--- src/rtl/control_busqueda.sv ---
// Instruction-fetch sequencer: owns the PC, waits LATENCIA cycles per fetch, hands the word to decode.
// Latency LATENCIA cycles from a stable dir_pc to valida; detener holds the delivered word; salto redirects.
// Build with CHEQUEO_ALINEACION_EN to word-align redirect targets and raise the sticky error_alin flag.
module control_busqueda #(
    parameter int          LATENCIA   = 4,
    parameter logic [31:0] PC_INICIO  = 32'h0000_0000,
    parameter int          ANCHO_CONT = 8
) (
    input  logic        clk,
    input  logic        reset,
    output logic [31:0] dir_pc,
    input  logic [31:0] instruccion_mem,
    input  logic        detener,
    input  logic        salto,
    input  logic [31:0] dir_salto,
    output logic [31:0] instruccion,
    output logic [31:0] pc_inst,
    output logic        valida
`ifdef CHEQUEO_ALINEACION_EN
    ,
    output logic        error_alin
`endif
);

    typedef enum logic {ESPERA, ENTREGA} estado_t;

    localparam logic [ANCHO_CONT-1:0] CONT_FIN = ANCHO_CONT'(LATENCIA - 1);

    estado_t               estado;
    logic [ANCHO_CONT-1:0] cont;
    logic [31:0]           destino;

`ifdef CHEQUEO_ALINEACION_EN
    assign destino = {dir_salto[31:2], 2'b00};
`else
    assign destino = dir_salto;
`endif

    always_ff @(posedge clk or posedge reset) begin
        if (reset) begin
            dir_pc      <= PC_INICIO;
            instruccion <= 32'h0;
            pc_inst     <= 32'h0;
            valida      <= 1'b0;
            cont        <= '0;
            estado      <= ESPERA;
`ifdef CHEQUEO_ALINEACION_EN
            error_alin  <= 1'b0;
`endif
        end else if (salto) begin
            // Redirect wins over delivery: a word accepted in this same cycle is dropped.
            dir_pc <= destino;
            valida <= 1'b0;
            cont   <= '0;
            estado <= ESPERA;
`ifdef CHEQUEO_ALINEACION_EN
            if (dir_salto[1:0] != 2'b00) begin
                error_alin <= 1'b1;
            end
`endif
        end else begin
            case (estado)
                ESPERA: begin
                    if (cont == CONT_FIN) begin
                        instruccion <= instruccion_mem;
                        pc_inst     <= dir_pc;
                        valida      <= 1'b1;
                        cont        <= '0;
                        estado      <= ENTREGA;
                    end else begin
                        cont <= cont + 1'b1;
                    end
                end
                ENTREGA: begin
                    if (!detener) begin
                        dir_pc <= dir_pc + 32'd4;
                        valida <= 1'b0;
                        cont   <= '0;
                        estado <= ESPERA;
                    end
                end
                default: begin
                    estado <= ESPERA;
                    cont   <= '0;
                    valida <= 1'b0;
                end
            endcase
        end
    end

endmodule

--- config.mk ---
export PLATFORM = sky130hd
export DESIGN_NAME = control_busqueda
export DESIGN_NICKNAME = d
export VERILOG_FILES = /design/src/rtl/control_busqueda.sv
export SDC_FILE = /design/constraint.sdc
export NUM_CORES = 1
export LEC_CHECK = 0
export CORE_MARGIN = 10
export CORE_UTILIZATION = 33
export DETAILED_ROUTE_END_ITERATION = 10
export GPL_ROUTABILITY_DRIVEN = 0
export PLACE_DENSITY = 0.62
export SLEW_MARGIN = 10
export SYNTH_ARGS = -nofsm -noshare
export SYNTH_HDL_FRONTEND = slang
export SYNTH_SLANG_ARGS = --single-unit
--- constraint.sdc ---
create_clock -name clk -period 6.75 [get_ports clk]
set_input_delay 0.675 -clock clk [delete_from_list [all_inputs] [get_ports clk]]
set_output_delay 0.675 -clock clk [all_outputs]
set_load 0.03 [all_outputs]
==> results of run 1 <==
-- worst max-delay path by stage --
stage                     start              to  slack (ns)  depth (start not counted)
after floorplan           reset         cont[0]        3.29                          1
after detailed placement  salto  instruccion[6]        3.58                          4
after global routing      salto  instruccion[6]        3.81                          4
final                     salto  instruccion[6]        3.96                          4
after global placement    salto  instruccion[4]        3.67                          4
after CTS                 salto  instruccion[6]        3.95                          4
-- cell families (layout without fill, tap and decap cells) --
family | after synthesis | in the layout | share of synthesized area, %
buffers and inverters | 31 | 187 | 3.29
other | 0 | 1 | 0
adders and majority gates | 3 | 3 | 0.749
DFF | 106 | 106 | 52.9
xor gates and xnor gates | 15 | 15 | 2.62
and+or+nand+nor | 132 | 132 | 14.7
muxes | 67 | 67 | 18.7
AOI/OAI and AO/OA | 54 | 54 | 7.09
-- registers in the layout (all words and copies together), names as in the netlist --
name         cells
valida           1
instruccion     32
pc_inst         32
estado           1
dir_pc          32
cont             8
-- area by class of cell --
cell class                 instances  share of cell area [%]
clock buffer                      12                    3.49
sequential                       106                    37.6
inverter                           6                   0.354
clock inverter                     4                   0.815
multi-input combinational        271                    31.2
timing repair buffer             165                    23.3
antenna                            1                  0.0354
tap                              184                    3.26
-- stage by stage --
stage | setup slack [ns] | area (sq um)
floorplan | 3.29 | 5010
global placement | 3.67 | 6760
detailed placement | 3.58 | 6760
CTS | 3.95 | 7060
global route | 3.81 | 7060
finish | 3.96 | 7060
-- cell usage in the layout (no fill, tap or decap), types with 2 or more instances in the layout --
| master | synthesis | routed |
|---|---|---|
| nor4_1 | 2 | 2 |
| nor2b_1 | 2 | 2 |
| ha_1 | 3 | 3 |
| nor2_1 | 16 | 16 |
| mux2_4 | 49 | 49 |
| a21o_1 | 2 | 2 |
| and4_1 | 7 | 7 |
| xnor2_1 | 8 | 8 |
| nand3_1 | 19 | 19 |
| and3_1 | 5 | 5 |
| o211ai_1 | 4 | 4 |
| o31ai_1 | 6 | 6 |
| clkdlybuf4s50_1 | 0 | 163 |
| a31oi_1 | 11 | 11 |
| a311o_1 | 3 | 3 |
| or3_1 | 8 | 8 |
| dfrtp_1 | 106 | 106 |
| clkbuf_16 | 0 | 9 |
| and2_1 | 2 | 2 |
| o21ai_0 | 22 | 22 |
| mux2_2 | 17 | 17 |
| nand2_1 | 37 | 36 |
| inv_1 | 6 | 5 |
| or4_1 | 8 | 8 |
| nand4_1 | 15 | 15 |
| xor2_1 | 7 | 7 |
| clkbuf_1 | 14 | 2 |
-- where the power goes --
part           switching [mW]  total [mW]  internal (mW)
Clock                   0.240       0.542          0.302
Combinational           0.631        1.25          0.618
Sequential              0.143       0.985          0.843
Total                    1.01        2.78           1.76
-- worst max-delay path: stages --
cell	delay, ns
buf_2	0.63
nor2_1	0.30
nand2_4	0.93
mux2_2	0.43
-- per-layer routing --
layer | share of wire [%] | wire (um)
met4 | 1.5 | 216
met3 | 8.7 | 1210
met5 | 0 | 0
met1 | 41 | 5670
met2 | 49 | 6870
==> qor_table.md, run 1 <==
| Item | This run | Unit |
|---|---|---|
| Number of distinct library cell variants in the gate-level netlist after synthesis | 46 | - |
| Type of the worst min-delay path | flop to flop | - |
| Portion of the post-synthesis area used by sequential elements | 52.9 | % |
| Row count | 44 | - |
| Startpoint of the tightest hold check path | instruccion[14] | - |
| Overall routing resource usage | 13.6 | % |
| Setup repair after global routing missed its margin | false | - |
| Register Area | 2650 | sq um |
| Htree depth | 3 | - |
| Slew at the pin closest to its max-slew limit | 1.17 | ns |
| Detailed-route wire length per cell | 18.6 | um |
| Average size of a mapped cell | 12.3 | sq um |
| Result of the run | finished, final reports clean | - |
| IO buf count | 164 | - |
| Global-route wire length before repair | 22,200 | um |
| Remaining global-route overflow | 0 | - |
| Capturing point of the worst reg2reg path | instruccion[14] | - |
| Global-route met3 utilization | 5.80 | % |
| Synth Warn # | 0 | - |
| Reg-to-reg setup timing slack | 4.00 | ns |
| CP Max Fanout | 65 | - |
| Net count reported at finish | 630 | - |
| Share of async-settable or async-resettable flops after synthesis | 100 | % |
| Initial drt markers | 218 | - |
| Tmin final | 2.79 | ns |
| Cells after Synth | 408 | - |
| Clock transition at path regs | 0.07 | ns |
| Area contributors post-synth | dfrtp_1 (53%), mux2_4 (15%), mux2_2 (3.8%) | - |
| Die outline area | 20,500 | sq um |
| Post-route clock period utilization | 41.3 | % |
| Starting density of the core | 34.1 | % |
| Post-CTS Hold Fix Bufs | 0 | - |
| Number of antenna violations at the first check in global routing | 1 | - |
| Setup TNS | 0 | ns |
| Placed wire-length estimate after detailed placement | 10,200 | um |
| Launch instance of the worst register-to-register path | cont[0] | - |
| Most used DFF post-synth | dfrtp_1 | - |
| Power per cell area | 393 | nW/um^2 |
| Clock tree root buffer cell | clkbuf_16 | - |
| Total of flip-flops plus latches after synthesis | 106 | - |
| Final-report max-slew violation count | 0 | - |
| Setup Skew | 0.00916 | ns |
| Upper clock frequency limit | 359 | MHz |
| Via count of the first global-routing pass | 4,036 | - |
| Latest clock arrival within the worst-skew pair | 0.35 | ns |
| Number of cells in the finished layout apart from fillers | 749 | - |
| Pleak | 3.07 | nW |
| Area leader, netlist | dfrtp_1 | - |
| Post-synth EDFFs | 0 | - |
| First-pass iteration count of the detailed router | 4 | - |
| Worst R2R Path Depth | 5 | - |
| Floorplan die height | 143 | um |
| Number of failing hold endpoints at the final stage | 0 | - |
| Most congested layer reported by global routing | met2 | - |
| Most frequent cell after synthesis | dfrtp_1 | - |
| Crit Path Category | input port to flop | - |
| Die Span X | 143 | um |
| Kind of launch point of the worst setup path | input port | - |
| WHS Endpoint | instruccion[14] | - |
| Combined area of the multi-input logic cells | 2200 | sq um |
| Fraction of met2 tracks used by global routing | 22.8 | % |
| Post-Route Hold Slack | 0.508 | ns |
| Core region area | 14,700 | sq um |
| DP Cell Count | 732 | - |
| Maximum number of pins on one net before global-route repair | 81 | - |
| Fin util | 48.1 | % |
| Worst voltage drop across the vdd grid | 0.202 | mV |
| Clock tree from TritonCTS | yes | - |
| Growth of design area from synthesis to finish | 40.8 | % |
| Worst Setup End Kind | flop | - |
| Total vias in the final route | 3,784 | - |
| Setup Fix Bufs, Post-CTS | 0 | - |
| Share of cells above drive strength 1 | 15.8 | % |
| Maxcap violations | 0 | - |
| Worst path arrival time | 3.02 | ns |
| Antenna Violating Nets Remaining | 0 | - |
| Post-synth net total | 479 | - |
| Ranking of synthesized cells by instance count | dfrtp_1 (106), mux2_4 (49), nand2_1 (37) | - |
| Final setup violation count | 0 | - |
| Total wire length | 14,000 | um |
| Data required, critical path | 6.98 | ns |
| Number of clock sinks | 106 | - |
| Post-route total power | 2.78 | mW |
| # IOs | 165 | - |
| Maximum clock path buffer count | 2 | - |
| Netlist area before placement | 5010 | sq um |
| Number of buffers created by CTS | 9 | - |
| Cells on Worst Hold Path | 1 | - |
| Number of cells upsized or downsized after cts | 0 | - |
| Area share of the largest cell type after synthesis | 52.9 | % |
| DRC Markers | 0 | - |
| Worst slew margin | 21.9 | % |
| Via density per instance | 5.05 | - |
| Met1 usage in global routing | 15.3 | % |
| Fill cells | 1,340 | - |
No activity file was read; power rests on OpenSTA's default activity.
==> inputs of run 2 (changes only) <==
==> constraint.sdc (replaced) <==
create_clock -name clk -period 2.84 [get_ports clk]
set_input_delay 0.284 -clock clk [delete_from_list [all_inputs] [get_ports clk]]
set_output_delay 0.284 -clock clk [all_outputs]
set_load 0.03 [all_outputs]
==> qor_table.md, run 2 (synthesis gave the netlist of run 1 again) <==
| Item | This run | Unit | Delta |
|---|---|---|---|
| Result of the run | finished, final reports clean | - | unchanged |
| Worst slew margin | 31.3 | % | was 21.9% |
| Clock tree root buffer cell | clkbuf_16 | - | unchanged |
| Worst voltage drop across the vdd grid | 0.590 | mV | was 0.202 mV |
| Starting density of the core | 34.1 | % | unchanged |
| Setup repair after global routing missed its margin | false | - | unchanged |
| Placed wire-length estimate after detailed placement | 10,700 | um | was 10,200 um |
| Post-CTS Hold Fix Bufs | 0 | - | unchanged |
| Antenna Violating Nets Remaining | 0 | - | unchanged |
| Die Span X | 143 | um | unchanged |
| Startpoint of the tightest hold check path | salto | - | was instruccion[14] |
| Area after DPL | 6850 | sq um | was 6760 sq um |
| Number of cells upsized or downsized after cts | 0 | - | unchanged |
| Maximum number of pins on one net before global-route repair | 51 | - | was 81 |
| Number of buffers created by CTS | 9 | - | unchanged |
| Row count | 44 | - | unchanged |
| Setup Fix Bufs, Post-CTS | 0 | - | unchanged |
| Crit Path Category | flop to flop | - | was input port to flop |
| Worst path arrival time | 2.70 | ns | was 3.02 ns |
| Setup TNS | 0 | ns | unchanged |
| Core region area | 14,700 | sq um | unchanged |
| Fill cells | 1,318 | - | was 1,340 |
| IO buf count | 164 | - | unchanged |
| Worst Setup End Kind | flop | - | unchanged |
| Post-route cell area | 7150 | sq um | was 7060 sq um |
| Clock transition at path regs | 0.07 | ns | about the same |
| Clock tree from TritonCTS | yes | - | unchanged |
| Number of failing hold endpoints at the final stage | 0 | - | unchanged |
| Detailed-route wire length per cell | 19.0 | um | was 18.6 um |
| Post-Route Hold Slack | 0.398 | ns | was 0.508 ns |
| Power per cell area | 923 | nW/um^2 | was 393 nW/um^2 |
| Initial drt markers | 234 | - | was 218 |
| Growth of design area from synthesis to finish | 42.5 | % | was 40.8% |
| Most common library cell in the layout ignoring fill and taps | clkdlybuf4s50_1 | - | unchanged |
| Largest registers | dir_pc: 32 flops, instruccion: 32 flops, pc_inst: 32 flops | - | unchanged |
| Share of cells above drive strength 1 | 16.8 | % | was 15.8% |
| Final-report max-slew violation count | 0 | - | unchanged |
| Overall routing resource usage | 14.1 | % | was 13.6% |
| Pleak | 3.11 | nW | was 3.07 nW |
| Floorplan die height | 143 | um | unchanged |
| Die outline area | 20,500 | sq um | unchanged |
| Type of the worst min-delay path | input port to flop | - | was flop to flop |
| Most used cells in the layout excluding fill and tap cells | clkdlybuf4s50_1 (163), dfrtp_1 (106), mux2_4 (49) | - | unchanged |
| Total vias in the final route | 3,842 | - | was 3,784 |
| Start point of the critical path | cont[0] | - | was salto |
| Launch instance of the worst register-to-register path | cont[0] | - | unchanged |
| Post-route total power | 6.60 | mW | was 2.78 mW |
| Maximum clock path buffer count | 2 | - | unchanged |
| Upper clock frequency limit | 405 | MHz |  |
| Tmin final | 2.47 | ns |  |
| Net count reported at finish | 637 | - | was 630 |
| Via density per instance | 5.09 | - | was 5.05 |
| Latest clock arrival within the worst-skew pair | 0.35 | ns | about the same |
| Maxcap violations | 0 | - | unchanged |
| CP Max Fanout | 46 | - | was 65 |
| DRC Markers | 0 | - | unchanged |
| Via count of the first global-routing pass | 4,006 | - | was 4,036 |
| Global-route wire length before repair | 22,600 | um | was 22,200 um |
| Post-route clock period utilization | 86.9 | % |  |
| Final setup violation count | 0 | - | unchanged |
| # IOs | 165 | - | unchanged |
| Setup Skew | 0.00994 | ns | was 0.00916 ns |
| Htree depth | 3 | - | unchanged |
| Data required, critical path | 3.08 | ns | was 6.98 ns |
| Number of clock sinks | 106 | - | unchanged |
| Total wire length | 14,300 | um | was 14,000 um |
| Number of antenna violations at the first check in global routing | 1 | - | unchanged |
| Kind of launch point of the worst setup path | flop | - | was input port |
| First-pass iteration count of the detailed router | 4 | - | unchanged |
| DP Cell Count | 739 | - | was 732 |
| Remaining global-route overflow | 0 | - | unchanged |
| Number of cells in the finished layout apart from fillers | 755 | - | was 749 |
| Ant. Diodes | 0 | - | was 1 |
| Slew at the pin closest to its max-slew limit | 1.03 | ns | was 1.17 ns |
-- run 2: changes by cell type in the layout (fill, tap and decap cells not counted) --
cell,delta
buf_4,+4
diode_2,-1
clkinvlp_4,+1
clkinv_2,+1
buf_12,+3
inv_8,-1
clkinv_4,+1
inv_4,-1
inv_6,-1
-- run 2: power by group --
group / switching [mW] / total [mW] / leakage (nW) / internal, mW
clock: 0.556 / 1.26 / 0.143 / 0.709
combinational: 1.51 / 2.99 / 1.66 / 1.48
sequential: 0.337 / 2.34 / 1.31 / 2.00
total: 2.41 / 6.60 / 3.11 / 4.19
-- run 2: layout make-up --
cell class	instances	area (sq um)	share of cell area, %
flip-flops and latches	106	2650	37.1
multi-input cells	271	2200	30.9
inverters	6	26.3	0.368
well taps	184	230	3.22
clock buffers	12	246	3.45
clock inverters	4	51.3	0.718
repair buffers	172	1730	24.3
-- run 2: path summary, 6_finish.rpt --
check                      cells after the start             end  slack (ns)
max                                            6      pc_inst[1]        0.37
min                                            4         cont[4]        0.40
max reg2reg                                    6      pc_inst[1]        0.37
min reg2reg                                    1  instruccion[7]        0.50
max in group asynchronous                      3     pc_inst[29]        1.65
min in group asynchronous                      2      pc_inst[0]        0.52
-- run 2: through the flow --
| step | util (%) | setup WS, ns |
|---|---|---|
| after floorplan | - | 0.772 |
| after global placement | 46.6 | 0.473 |
| after detailed placement | 46.6 | 0.398 |
| after CTS | 48.6 | 0.379 |
| after global routing | 48.6 | 0.235 |
| final | 48.6 | 0.372 |
-- run 2: per-layer routing --
layer | vias up | GRT usage (%) | wire length (um)
met5 | - | 0 | 0
met3 | 14 | 6.53 | 1280
li1 | 1803 | - | -
met1 | 1911 | 16.4 | 5960
met4 | 0 | 4.19 | 204
met2 | 114 | 22.7 | 6880
-- run 2: critical path: stages (launching register included) --
cell and delay, ns:
dfrtp_1 0.42, ha_1 0.20, or4b_4 0.50, nor4_4 0.24, nand2_4 0.28, buf_12 0.31, mux2_4 0.34
